$ cat src/rtl/id_ex_pkg.sv
// ---------------------------------------------------------------------------
// id_ex_pkg
// Shared definitions for the decode-to-execute pipeline stage of the vector
// ASIP. This package holds:
//   - the default widths of the stage,
//   - the control bundle (ctrl_t),
//   - the full transported payload (payload_t) at those default widths,
//   - CTRL_NOP, the bundle that is presented while no instruction is valid.
// The stage itself rebuilds the same layouts from its own parameters, so a
// non-default configuration stays self-consistent.
// ---------------------------------------------------------------------------
package id_ex_pkg;

    localparam int LANES_DEF    = 3;
    localparam int LANE_W_DEF   = 16;
    localparam int DATA_W_DEF   = LANES_DEF * LANE_W_DEF;
    localparam int ADDR_W_DEF   = 4;
    localparam int OP_W_DEF     = 4;
    localparam int ALUCTL_W_DEF = 2;
    localparam int CNT_W_DEF    = 16;

    typedef struct packed {
        logic                    regWrite;
        logic                    aluSrc;
        logic                    PCSrc;
        logic                    memToReg;
        logic                    memWrite;
        logic [ALUCTL_W_DEF-1:0] aluControl;
    } ctrl_t;

    typedef struct packed {
        logic [DATA_W_DEF-1:0] SrcA;
        logic [DATA_W_DEF-1:0] SrcB;
        logic [DATA_W_DEF-1:0] ExtImm;
        logic [ADDR_W_DEF-1:0] WA3E;
        logic [OP_W_DEF-1:0]   opcode;
        ctrl_t                 ctrl;
    } payload_t;

    localparam ctrl_t CTRL_NOP = ctrl_t'(7'b000_0000);

endpackage

$ cat src/rtl/id_ex_pipe_stage_skid.sv
// ---------------------------------------------------------------------------
// pipe_skid_buf
// Generic 2-entry valid/ready skid buffer with synchronous flush.
//   clk, rst           : clock, asynchronous active-low reset
//   flush              : drop every held entry and any same-cycle accept
//   in_valid/in_ready  : upstream handshake (in_ready is registered)
//   in_data            : payload to capture
//   out_valid/out_ready: downstream handshake, out_valid = main entry valid
//   out_data           : main entry payload (registered)
// When the main entry becomes invalid, the payload bits selected by
// BUBBLE_MASK are loaded from BUBBLE_FILL while all other bits keep their
// previous value. This lets the owner hold safe control values on bubbles
// without any combinational gating on the outputs.
// ---------------------------------------------------------------------------
module pipe_skid_buf #(
    parameter int           W           = 8,
    parameter logic [W-1:0] BUBBLE_MASK = '0,
    parameter logic [W-1:0] BUBBLE_FILL = '0
) (
    input  logic         clk,
    input  logic         rst,
    input  logic         flush,
    input  logic         in_valid,
    output logic         in_ready,
    input  logic [W-1:0] in_data,
    output logic         out_valid,
    input  logic         out_ready,
    output logic [W-1:0] out_data
);

    logic         main_v_r;
    logic         skid_v_r;
    logic         in_ready_r;
    logic [W-1:0] main_d_r;
    logic [W-1:0] skid_d_r;

    logic         accept_s;
    logic         main_free_s;
    logic         main_v_nxt_s;
    logic         skid_v_nxt_s;
    logic [W-1:0] main_d_sel_s;
    logic [W-1:0] main_d_nxt_s;
    logic [W-1:0] skid_d_nxt_s;

    // Next-state selection for main/skid entries; the skid entry always
    // drains into main before any newer input, keeping strict FIFO order.
    always_comb begin
        accept_s     = in_valid & in_ready_r;
        main_free_s  = ~main_v_r | out_ready;
        main_v_nxt_s = main_v_r;
        skid_v_nxt_s = skid_v_r;
        main_d_sel_s = main_d_r;
        skid_d_nxt_s = skid_d_r;
        if (flush) begin
            main_v_nxt_s = 1'b0;
            skid_v_nxt_s = 1'b0;
        end else if (main_free_s) begin
            if (skid_v_r) begin
                main_v_nxt_s = 1'b1;
                main_d_sel_s = skid_d_r;
                skid_v_nxt_s = accept_s;
                if (accept_s) begin
                    skid_d_nxt_s = in_data;
                end else begin
                    skid_d_nxt_s = skid_d_r;
                end
            end else begin
                main_v_nxt_s = accept_s;
                if (accept_s) begin
                    main_d_sel_s = in_data;
                end else begin
                    main_d_sel_s = main_d_r;
                end
            end
        end else begin
            // Main is stalled: a new accept can only land in the empty skid.
            if (accept_s) begin
                skid_v_nxt_s = 1'b1;
                skid_d_nxt_s = in_data;
            end else begin
                skid_v_nxt_s = skid_v_r;
            end
        end
        if (main_v_nxt_s) begin
            main_d_nxt_s = main_d_sel_s;
        end else begin
            main_d_nxt_s = (main_d_sel_s & ~BUBBLE_MASK) | (BUBBLE_FILL & BUBBLE_MASK);
        end
    end

    // Entry storage and registered ready.
    always_ff @(posedge clk or negedge rst) begin
        if (!rst) begin
            main_v_r   <= 1'b0;
            skid_v_r   <= 1'b0;
            main_d_r   <= '0;
            skid_d_r   <= '0;
            in_ready_r <= 1'b1;
        end else begin
            main_v_r   <= main_v_nxt_s;
            skid_v_r   <= skid_v_nxt_s;
            main_d_r   <= main_d_nxt_s;
            skid_d_r   <= skid_d_nxt_s;
            in_ready_r <= ~skid_v_nxt_s;
        end
    end

    assign in_ready  = in_ready_r;
    assign out_valid = main_v_r;
    assign out_data  = main_d_r;

endmodule

$ cat src/rtl/id_ex_pipe_stage.sv
// ---------------------------------------------------------------------------
// id_ex_pipe_stage
// Decode-to-execute pipeline register for the vector ASIP with an elastic
// valid/ready handshake, 2-entry skid buffer, flush and bubble accounting.
//   clk, rst                : clock, asynchronous active-low reset
//   flush                   : synchronous kill of held and incoming work
//   in_valid / in_ready     : upstream handshake (in_ready registered)
//   rd1, rd2, extend        : operand vectors and extended immediate
//   ra3, opcode             : destination register and opcode
//   regWrite .. aluControl  : execute/memory control bundle
//   out_valid / out_ready   : downstream handshake
//   SrcA, SrcB, ExtImm, WA3E, opcodeE, *E : registered execute-side fields
//   bubble_cnt              : saturating count of idle cycles seen downstream
// While no instruction is valid the whole control bundle is held at all
// zeros from a register, so regWriteE/memWriteE/PCSrcE cannot glitch a
// write or branch. Operand fields keep their last values.
// ---------------------------------------------------------------------------
module id_ex_pipe_stage
    import id_ex_pkg::*;
#(
    parameter int LANES    = LANES_DEF,
    parameter int LANE_W   = LANE_W_DEF,
    parameter int ADDR_W   = ADDR_W_DEF,
    parameter int OP_W     = OP_W_DEF,
    parameter int ALUCTL_W = ALUCTL_W_DEF,
    parameter int CNT_W    = CNT_W_DEF
) (
    input  logic                      clk,
    input  logic                      rst,
    input  logic                      flush,
    input  logic                      in_valid,
    output logic                      in_ready,
    input  logic [LANES*LANE_W-1:0]   rd1,
    input  logic [LANES*LANE_W-1:0]   rd2,
    input  logic [LANES*LANE_W-1:0]   extend,
    input  logic [ADDR_W-1:0]         ra3,
    input  logic [OP_W-1:0]           opcode,
    input  logic                      regWrite,
    input  logic                      aluSrc,
    input  logic                      PCSrc,
    input  logic                      memToReg,
    input  logic                      memWrite,
    input  logic [ALUCTL_W-1:0]       aluControl,
    output logic                      out_valid,
    input  logic                      out_ready,
    output logic [LANES*LANE_W-1:0]   SrcA,
    output logic [LANES*LANE_W-1:0]   SrcB,
    output logic [LANES*LANE_W-1:0]   ExtImm,
    output logic [ADDR_W-1:0]         WA3E,
    output logic [OP_W-1:0]           opcodeE,
    output logic                      regWriteE,
    output logic                      aluSrcE,
    output logic                      PCSrcE,
    output logic                      memToRegE,
    output logic                      memWriteE,
    output logic [ALUCTL_W-1:0]       aluControlE,
    output logic [CNT_W-1:0]          bubble_cnt
);

    localparam int DATA_W = LANES * LANE_W;

    typedef struct packed {
        logic                regWrite;
        logic                aluSrc;
        logic                PCSrc;
        logic                memToReg;
        logic                memWrite;
        logic [ALUCTL_W-1:0] aluControl;
    } stage_ctrl_t;

    typedef struct packed {
        logic [DATA_W-1:0] SrcA;
        logic [DATA_W-1:0] SrcB;
        logic [DATA_W-1:0] ExtImm;
        logic [ADDR_W-1:0] WA3E;
        logic [OP_W-1:0]   opcode;
        stage_ctrl_t       ctrl;
    } stage_payload_t;

    localparam int CTRL_W = $bits(stage_ctrl_t);
    localparam int PAY_W  = $bits(stage_payload_t);

    localparam stage_ctrl_t STAGE_CTRL_NOP = '0;

    // Only the control bundle is replaced on bubbles; the datapath holds.
    localparam logic [PAY_W-1:0] CTRL_MASK = {{(PAY_W-CTRL_W){1'b0}}, {CTRL_W{1'b1}}};
    localparam logic [PAY_W-1:0] CTRL_FILL = {{(PAY_W-CTRL_W){1'b0}}, STAGE_CTRL_NOP};

    localparam logic [CNT_W-1:0] CNT_MAX = {CNT_W{1'b1}};
    localparam logic [CNT_W-1:0] CNT_ONE = CNT_W'(1);

    stage_payload_t   in_pay_s;
    stage_payload_t   main_pay_s;
    logic             out_valid_s;
    logic [CNT_W-1:0] bubble_cnt_r;

    assign in_pay_s = {rd1, rd2, extend, ra3, opcode,
                       regWrite, aluSrc, PCSrc, memToReg, memWrite, aluControl};

    pipe_skid_buf #(
        .W           (PAY_W),
        .BUBBLE_MASK (CTRL_MASK),
        .BUBBLE_FILL (CTRL_FILL)
    ) u_skid (
        .clk       (clk),
        .rst       (rst),
        .flush     (flush),
        .in_valid  (in_valid),
        .in_ready  (in_ready),
        .in_data   (in_pay_s),
        .out_valid (out_valid_s),
        .out_ready (out_ready),
        .out_data  (main_pay_s)
    );

    // Saturating count of cycles where execute was ready but got nothing.
    always_ff @(posedge clk or negedge rst) begin
        if (!rst) begin
            bubble_cnt_r <= '0;
        end else if (!out_valid_s && out_ready && (bubble_cnt_r != CNT_MAX)) begin
            bubble_cnt_r <= bubble_cnt_r + CNT_ONE;
        end else begin
            bubble_cnt_r <= bubble_cnt_r;
        end
    end

    assign out_valid   = out_valid_s;
    assign SrcA        = main_pay_s.SrcA;
    assign SrcB        = main_pay_s.SrcB;
    assign ExtImm      = main_pay_s.ExtImm;
    assign WA3E        = main_pay_s.WA3E;
    assign opcodeE     = main_pay_s.opcode;
    assign regWriteE   = main_pay_s.ctrl.regWrite;
    assign aluSrcE     = main_pay_s.ctrl.aluSrc;
    assign PCSrcE      = main_pay_s.ctrl.PCSrc;
    assign memToRegE   = main_pay_s.ctrl.memToReg;
    assign memWriteE   = main_pay_s.ctrl.memWrite;
    assign aluControlE = main_pay_s.ctrl.aluControl;
    assign bubble_cnt  = bubble_cnt_r;

endmodule

$ cat config.mk
export PLATFORM = sky130hd
export DESIGN_NAME = id_ex_pipe_stage
export DESIGN_NICKNAME = d
export VERILOG_FILES = /design/src/rtl/id_ex_pkg.sv /design/src/rtl/id_ex_pipe_stage_skid.sv /design/src/rtl/id_ex_pipe_stage.sv
export SDC_FILE = /design/constraint.sdc
export NUM_CORES = 1
export LEC_CHECK = 0
export BUFFER_PORTS_ARGS = -buffer_cell sky130_fd_sc_hd__buf_2
export CAP_MARGIN = 20
export CORE_ASPECT_RATIO = 1.75
export CORE_MARGIN = 4
export CORE_UTILIZATION = 58
export DETAILED_ROUTE_END_ITERATION = 8
export PLACE_DENSITY = 0.86
export SLEW_MARGIN = 20
export SYNTH_ARGS = -nofsm -noshare
export SYNTH_HDL_FRONTEND = slang
export SYNTH_SLANG_ARGS = --single-unit
$ cat constraint.sdc
create_clock -name clk -period 3.97 [get_ports clk]
set_input_delay 1.191 -clock clk [delete_from_list [all_inputs] [get_ports clk]]
set_output_delay 1.191 -clock clk [all_outputs]
set_load 0.005 [all_outputs]
# After elaboration in Yosys (flattened, before gate mapping)
# Cells that the tools add are included.
# Widths: inputs -> output; s select.
# op_classes
n_addsub,1
multipliers,0
div,0
magnitude_cmp,0
eq_ne,5
shift,0
mux,15
n_bitwise,5
reduce_logical,5
# ops
cell,n
$mux 159,7
$add 16x1->16 const B,1
$ne 16x16->1 const B,1
$mux 1,7
$mux 7,1
$ne 2x1->1 const B,2
$ne 3x1->1 const B,1
$not 1->1,3
$reduce_and 3->1,1
$logic_and 1x1->1,2
$ne 2x2->1 const B,1
$reduce_and 2->1,1
$and 1x1->1,1
$logic_not 1->1,1
$or 1x1->1,1
# totals
reg_bits,337
latch_bits,0
ramBits,0
romBits,0
input_bits,164
out_inout_bits,177
wordCells,38
memories,0

# Longest topological paths before layout
# Gate-level depths: netlist (run 1).
# depth
word_depth,6
ltp_mapped,9
ltp_nobuf,5

# Hierarchy
# From an unflattened synthesis (run 1), not the netlist that was laid out.
# unflattened
cells_unflattened,936
area_unflattened_um2,14620.3
# by_module_without_submodules
module,instances,cells_each,area_each_um2,seq_area_each_um2
pipe_skid_buf,1,862,13774.5,8034.0
id_ex_pipe_stage,1,74,845.8,400.4

# Least setup slack after synthesis (run 1)
# OpenSTA, ideal clock, no wires.
# synth_timing
path_type,input-to-reg
from,in out_ready
to,reg u_skid.skid_d_r[68]
setup_time_ns,0.125
t_arrival_ns,2.368
t_required_ns,3.845
slack_ns,1.478
cell_stages,6
path_buffers,2
cell_sequence,nor2b_1 > nor2_1 > nor3_4 > buf_4 > buf_2 > mux2_2
# synth_between
elab_chain_cells,3
word_cells_on_any_way,4
classes_between,eq/ne: 1; mux: 1; bitwise: 1; reduce/logical: 1
# synth_rtl
element,line_no,text
from (decl),id_ex_pipe_stage.sv:45,"input logic out_ready,"
$or 1x1->1 *,id_ex_pipe_stage_skid.sv:49,main_free_s = ~main_v_r | out_ready;
$ne 2x1->1 (no line),--,
$reduce_and 2->1 (no line),--,
to (signal assigned),id_ex_pipe_stage_skid.sv:103,skid_d_r <= skid_d_nxt_s;
to (decl),id_ex_pipe_stage_skid.sv:35,logic [W-1:0] skid_d_r;
# Every way passes the cells marked *; elsewhere a longest branch is shown, timed or not.
# A chain may end at the register's enable or synchronous reset.

# Worst setup path in the final report (run 1)
# layout_timing
from,in out_ready
to,reg u_skid.skid_d_r[82]
# Same word-level chain as after synthesis.

==> results of run 1 <==
-- cells in the final DEF, fill, tap and decap left out, drive strengths merged --
cell type	netlist	layout
a21oi	2	2
and2	1	1
buf	36	359
clkbuf	36	45
clkinv	0	11
dfrtp	336	336
dfstp	1	1
diode	0	10
ha	1	1
inv	4	4
maj3	1	1
mux2	163	163
mux2i	159	159
nand2	165	165
nand2b	3	3
nand3	5	5
nand4	3	3
nor2	5	5
nor2b	2	2
nor3	6	6
nor3b	1	1
nor4	7	7
o211ai	1	1
o21ai	160	160
or2	1	1
or3	2	2
xnor2	3	3
xor2	9	9
-- state kept, by name (all words and copies together) (netlist names) --
signal	count
bubble_cnt	16
u_skid.in_ready	1
u_skid.out_data	159
u_skid.out_valid	1
u_skid.skid_d_r	159
u_skid.skid_v_r	1
-- layout make-up --
type	count	area share (%)
Inverter	4	0.0880
Antenna cell	10	0.147
Clock buffer	45	5.32
Multi-Input combinational cell	700	30.8
Timing Repair Buffer	359	11.6
Clock inverter	11	0.323
Sequential cell	337	49.4
Tap cell	308	2.26
-- power breakdown --
group	switching, uW	internal, uW	leakage (uW)	total, uW
combinational	732	889	0.00328	1620
sequential	503	4250	0.00414	4750
clock	1250	1580	0.000490	2820
total	2480	6720	0.00791	9200
-- per-stage QoR --
stage | hold slack (ns) | util [%] | setup WS (ns) | cells
6_report | 0.477 | 71.3 | 1.54 | 1774
5_1_grt | 0.505 | 71.3 | 1.46 | 1774
4_1_cts | 0.481 | 71.2 | 1.51 | 1764
3_5_place_dp | 0.466 | 67.2 | 1.03 | 1708
3_3_place_gp | 0.457 | 67.2 | 1.13 | 1708
2_1_floorplan | 0.473 | - | 1.48 | 1113
-- final timing paths --
kind	slack (ns)	endpoint	start	cells after the start
max	1.54	u_skid.skid_d_r[82]$_DFFE_PN0P_	out_ready	6
min	0.48	u_skid.out_data[14]$_DFFE_PN0P_	u_skid.out_data[14]$_DFFE_PN0P_	2
max reg2reg	1.87	u_skid.skid_d_r[82]$_DFFE_PN0P_	u_skid.out_valid$_DFF_PN0_	5
min reg2reg	0.48	u_skid.out_data[14]$_DFFE_PN0P_	u_skid.out_data[14]$_DFFE_PN0P_	2
max in group asynchronous	2.54	u_skid.skid_d_r[114]$_DFFE_PN0P_	rst	2
min in group asynchronous	0.60	u_skid.out_data[17]$_DFFE_PN0P_	rst	1
-- layer usage --
layer	vias to the layer above	track usage (%)	wire length (um)
li1	4509	-	-
met1	4775	27.8	12100
met2	296	43.3	17800
met3	100	4.72	1980
met4	6	12.5	1650
met5	-	0	41
-- critical path: stages --
cell     delay, ns
buf_2         0.12
nor2b_1       0.27
nor2_1        0.14
nor3_4        0.27
buf_12        0.37
mux2_2        0.41
-- kinds of logic after synthesis --
| kind of cell | count (synthesis) |
|---|---|
| compound gates | 163 |
| flops | 337 |
| xor+xnor | 12 |
| mux | 322 |
| fa+ha+maj | 2 |
| buf+inv | 76 |
| simple gates | 201 |
==> flow_metrics.env, run 1 <==
export IMPL_num_rows=75
export IMPL_synthesis_instances=1113
export IMPL_multi_input_area_mm2=0.00526
export IMPL_core_mm2=0.0239
export IMPL_synthesis_area_mm2=0.0141
export IMPL_required_ns=4.41
export IMPL_yosys_most_used_dff="dfrtp_1"
export IMPL_post_cts_buffers=0
export IMPL_synth_compound_area_share_pct=5.82
export IMPL_yosys_area_share_simple_pct=6.25
export IMPL_grt_pass1_wl_um=53500
export IMPL_dieWidth_um=126
export IMPL_firstDrtPassIters=6
export IMPL_finalHoldViolations=0
export IMPL_leakagePower_uw=0.00791
export IMPL_tightest_slew_ns=1.04
export IMPL_crit_type="input pin to flip-flop"
export IMPL_clk_latency_ns=0.56
export IMPL_cts_buffers=30
export IMPL_synthXorXnorAreaFrac_pct=0.748
export IMPL_ios=341
export IMPL_cts_repair_resize_count=0
export IMPL_rsz0062_at_grt="false"
export IMPL_stdcell_area_mm2=0.0171
export IMPL_hold_path_class="flip-flop to flip-flop"
export IMPL_grt_usage_pct=24.4
export IMPL_fillers=1637
export IMPL_max_freq_ghz=0.411
export IMPL_crit_fanout=75
export IMPL_fin_tns_setup_ns=0
export IMPL_yosys_warnings=0
export IMPL_hpwl_um=22800
export IMPL_nets=1597
export IMPL_totalPowerFinal_uw=9200
export IMPL_fin_skew_ns=0.0134
export IMPL_first_iter_violations=573
export IMPL_drc_errors=0
export IMPL_antenna_found_initial=13
export IMPL_cts_sinks=337
export IMPL_end_kind="flip-flop"
export IMPL_clk_path_buf_depth=3
export IMPL_status="finished clean"
export IMPL_synth_avg_cell_area_um2=12.6
export IMPL_finalSetupViolations=0
export IMPL_grt_overflow_total=0
export IMPL_vias=9686
export IMPL_ys_ff_latch=337
export IMPL_power_density_mw_per_mm2=539
export IMPL_synth_top_area_cell="dfrtp_1"
export IMPL_synth_top_family_by_area="multiplexers"
export IMPL_final_layout_size_suffix_gt1_share_pct=40.0
export IMPL_hold_buffers=0
export IMPL_dieArea_mm2=0.0269
export IMPL_avgRoutedWirePerCell_um=18.9
export IMPL_start_util_pct=58.7
export IMPL_root_buffer="clkbuf_16"
export IMPL_fp_dieH_um=214
export IMPL_grt_max_degree=114
export IMPL_syn_nets=1278
export IMPL_slew_headroom_pct=30.3
export IMPL_synthToLayoutAreaGrowth_pct=21.4
export IMPL_maxSlewViolCount=0
export IMPL_async_flop_share_pct=100
export IMPL_synth_most_common_cell="dfrtp_1"
export IMPL_cp_start_kind="input pin"
export IMPL_timing_final_crit_period_ns=2.43
export IMPL_arrival_ns=2.87
export IMPL_clk_pin_slew_worst_paths_ns=0.07
export IMPL_period_share_pct=61.3
export IMPL_drt_wl_total_um=33500
export IMPL_first_global_vias=10318
export IMPL_synth_top_area_share_pct=59.8
export IMPL_h_tree_depth=1
export IMPL_portBuffers=340
export IMPL_yosys_top_cells_count="dfrtp_1 (336), nand2_1 (165), mux2_2 (162)"
export IMPL_antenna_left=0
export IMPL_cts_tree="built"
export IMPL_maxCapViolCount=0
export IMPL_dpl_cell_area_mm2=0.0161
export IMPL_yosys_cell_types_count=36
export IMPL_synthMuxAreaShare_pct=24.4
export IMPL_seq_area_frac_synth_pct=60.0
export IMPL_peakVddDrop_mv=0.415
export IMPL_ys_top_cells_by_area="dfrtp_1 (60%), mux2_2 (13%), mux2i_1 (11%)"
export IMPL_synth_fa_ha_area_share_pct=0.160
export IMPL_area_sequential_mm2=0.00844
export IMPL_place_congestion=0.832
export IMPL_vias_per_cell=5.46
export IMPL_synth_edf_count=0
Power figures use the tool's default switching activity.
==> run 2: changes to the inputs <==
--- a/config.mk
+++ b/config.mk
@@ -9,9 +9,9 @@
 export CAP_MARGIN = 20
 export CORE_ASPECT_RATIO = 1.75
 export CORE_MARGIN = 4
-export CORE_UTILIZATION = 58
+export CORE_UTILIZATION = 48
 export DETAILED_ROUTE_END_ITERATION = 8
-export PLACE_DENSITY = 0.86
+export PLACE_DENSITY = 0.76
 export SLEW_MARGIN = 20
 export SYNTH_ARGS = -nofsm -noshare
 export SYNTH_HDL_FRONTEND = slang
==> constraint.sdc (replaced) <==
create_clock -name clk -period 2.14 [get_ports clk]
set_input_delay 0.642 -clock clk [delete_from_list [all_inputs] [get_ports clk]]
set_output_delay 0.642 -clock clk [all_outputs]
set_load 0.005 [all_outputs]
==> run 2 against run 1 <==
Effect of this change:
- combinational power is 84% higher
- routed wire length is 0.16% lower
- count of clock-buffer cells in the layout is 4 lower
- clock power is 95% higher
- non-clock buffer count is 20 higher
- design area is 1.7% higher
==> flow_metrics.env, run 2 (same netlist as run 1, synthesis figures left out) <==
export IMPL_ff2ff_path_depth=4
export IMPL_place_congestion=0.836
export IMPL_first_iter_violations=371
export IMPL_dieWidth_um=137
export IMPL_tightest_slew_ns=0.667
export IMPL_cts_repair_resize_count=0
export IMPL_cp_start_kind="flip-flop"
export IMPL_antenna_found_initial=6
export IMPL_grt_overflow_total=0
export IMPL_cts_sinks=337
export IMPL_cts_buffers=30
export IMPL_grt_pass1_wl_um=53100
export IMPL_grt_max_degree=115
export IMPL_cts_tree="built"
export IMPL_root_buffer="clkbuf_16"
export IMPL_clk_path_buf_depth=3
export IMPL_peakVddDrop_mv=0.835
export IMPL_slowest_delay_ns=0.43
export IMPL_maxCapViolCount=0
export IMPL_maxSlewViolCount=0
export IMPL_end_kind="flip-flop"
export IMPL_clk_latency_ns=0.55
export IMPL_crit_path_cell_trace="ha_1, nand4_1, nor4_1, mux2_2"
export IMPL_portBuffers=340
export IMPL_fillers=2337
export IMPL_status="finished clean"
export IMPL_grt_usage_pct=20.7
export IMPL_hold_path_class="input pin to flip-flop"
export IMPL_required_ns=2.57
export IMPL_reg2reg_to="bubble_cnt[10]$_DFFE_PN0P_"
export IMPL_first_global_vias=10145
export IMPL_fp_dieH_um=234
export IMPL_power_density_mw_per_mm2=997
export IMPL_reg2reg_setup_slack_ns=0.25
export IMPL_crit_fanout=7
export IMPL_r2r_start="bubble_cnt[0]$_DFFE_PN0P_"
export IMPL_hpwl_um=24000
export IMPL_firstDrtPassIters=4
export IMPL_ios=341
export IMPL_hold_path_end="u_skid.skid_d_r[132]$_DFFE_PN0P_"
export IMPL_final_layout_size_suffix_gt1_share_pct=40.7
export IMPL_rsz0062_at_grt="false"
export IMPL_hold_start="rd1[21]"
export IMPL_vias=9676
export IMPL_drt_wl_total_um=33400
export IMPL_holdPathStages=2
export IMPL_final_common_cell="buf_2"
export IMPL_leakagePower_uw=0.00803
export IMPL_h_tree_depth=1
export IMPL_period_share_pct=88.4
export IMPL_finalSetupViolations=0
export IMPL_max_freq_ghz=0.528
export IMPL_num_rows=82
export IMPL_avgRoutedWirePerCell_um=18.0
export IMPL_timing_final_crit_period_ns=1.89
export IMPL_nets=1617
export IMPL_core_mm2=0.0287
export IMPL_slew_headroom_pct=55.5
export IMPL_arrival_ns=2.33
export IMPL_dp_cells=1797
export IMPL_final_cells=1860
export IMPL_synthToLayoutAreaGrowth_pct=23.5
export IMPL_dieArea_mm2=0.0322
export IMPL_crit_type="flip-flop to flip-flop"
export IMPL_drc_errors=0
export IMPL_crit_slowest_cell="nor4_1"
export IMPL_vias_per_cell=5.20
export IMPL_fin_tns_setup_ns=0
export IMPL_clk_pin_slew_worst_paths_ns=0.07
export IMPL_antenna_left=0
export IMPL_finalHoldViolations=0
export IMPL_start_util_pct=48.9
export IMPL_layout_common_cells="buf_2 (339), dfrtp_1 (335), nand2_1 (165)"
export IMPL_fin_skew_ns=0.00946
run 2: final cells by class:
class	instances	area [um^2]	share of cell area (%)
Timing Repair Buffer	379	2140	12.4
Sequential cell	337	8440	48.6
Tap cell	378	473	2.73
Inverter	4	15.0	0.0865
Multi-Input combinational cell	700	5260	30.3
Clock inverter	15	156	0.901
Antenna cell	6	15.0	0.0865
Clock buffer	41	853	4.92
run 2: layer usage:
metal / track usage (%) / vias up / part of all wire (%)
li1: - / 4548 / -
met1: 23.5 / 4771 / 36
met2: 37.0 / 276 / 54
met3: 3.82 / 81 / 5.6
met4: 9.96 / 0 / 4.3
met5: 0 / - / 0
run 2: power by group:
| group | switching (uW) | internal [uW] | leakage, uW |
|---|---|---|---|
| registers | 929 | 7890 | 0.00414 |
| logic | 1320 | 1660 | 0.00338 |
| clock network | 2360 | 3150 | 0.000504 |
run 2: worst max path at each step:
stage / depth (start not counted) / slack [ns] / endpoint / start
2_1_floorplan: 6 / 0.20 / u_skid.skid_d_r[68]$_DFFE_PN0P_ / out_ready
3_3_place_gp: 7 / 0.02 / u_skid.skid_d_r[15]$_DFFE_PN0P_ / out_ready
3_5_place_dp: 7 / 0.03 / u_skid.skid_d_r[14]$_DFFE_PN0P_ / out_ready
4_1_cts: 1 / 0.23 / bubble_cnt[5] / bubble_cnt[5]$_DFFE_PN0P_
5_1_grt: 4 / 0.15 / bubble_cnt[10]$_DFFE_PN0P_ / bubble_cnt[0]$_DFFE_PN0P_
6_report: 4 / 0.25 / bubble_cnt[10]$_DFFE_PN0P_ / bubble_cnt[0]$_DFFE_PN0P_
run 2: stage by stage:
step	area [um^2]	setup WS [ns]	hold slack, ns	util, %	total power (uW)
after global routing	17400	0.151	0.304	60.4	18300
after floorplan	14100	0.197	0.346	-	10400
after detailed placement	16300	0.0262	0.469	56.8	12000
final	17400	0.247	0.329	60.4	17300
after global placement	16300	0.0211	0.459	56.8	11700
after CTS	17300	0.226	0.293	60.4	17500
run 2: worst max-delay path: cells and delay by family (launching register included):
family,cells,cell delay (ns)
mux,1,0.39
simple gates,2,0.75
fa+ha+maj,1,0.22
flops,1,0.42
run 2: timing repair:
action | 4_1_cts | 5_1_grt
endpoints found under the hold margin | 21 | 0
hold buffers | 1 | 0
setup endpoints to repair | 0 | 0
setup buffers | 0 | 0
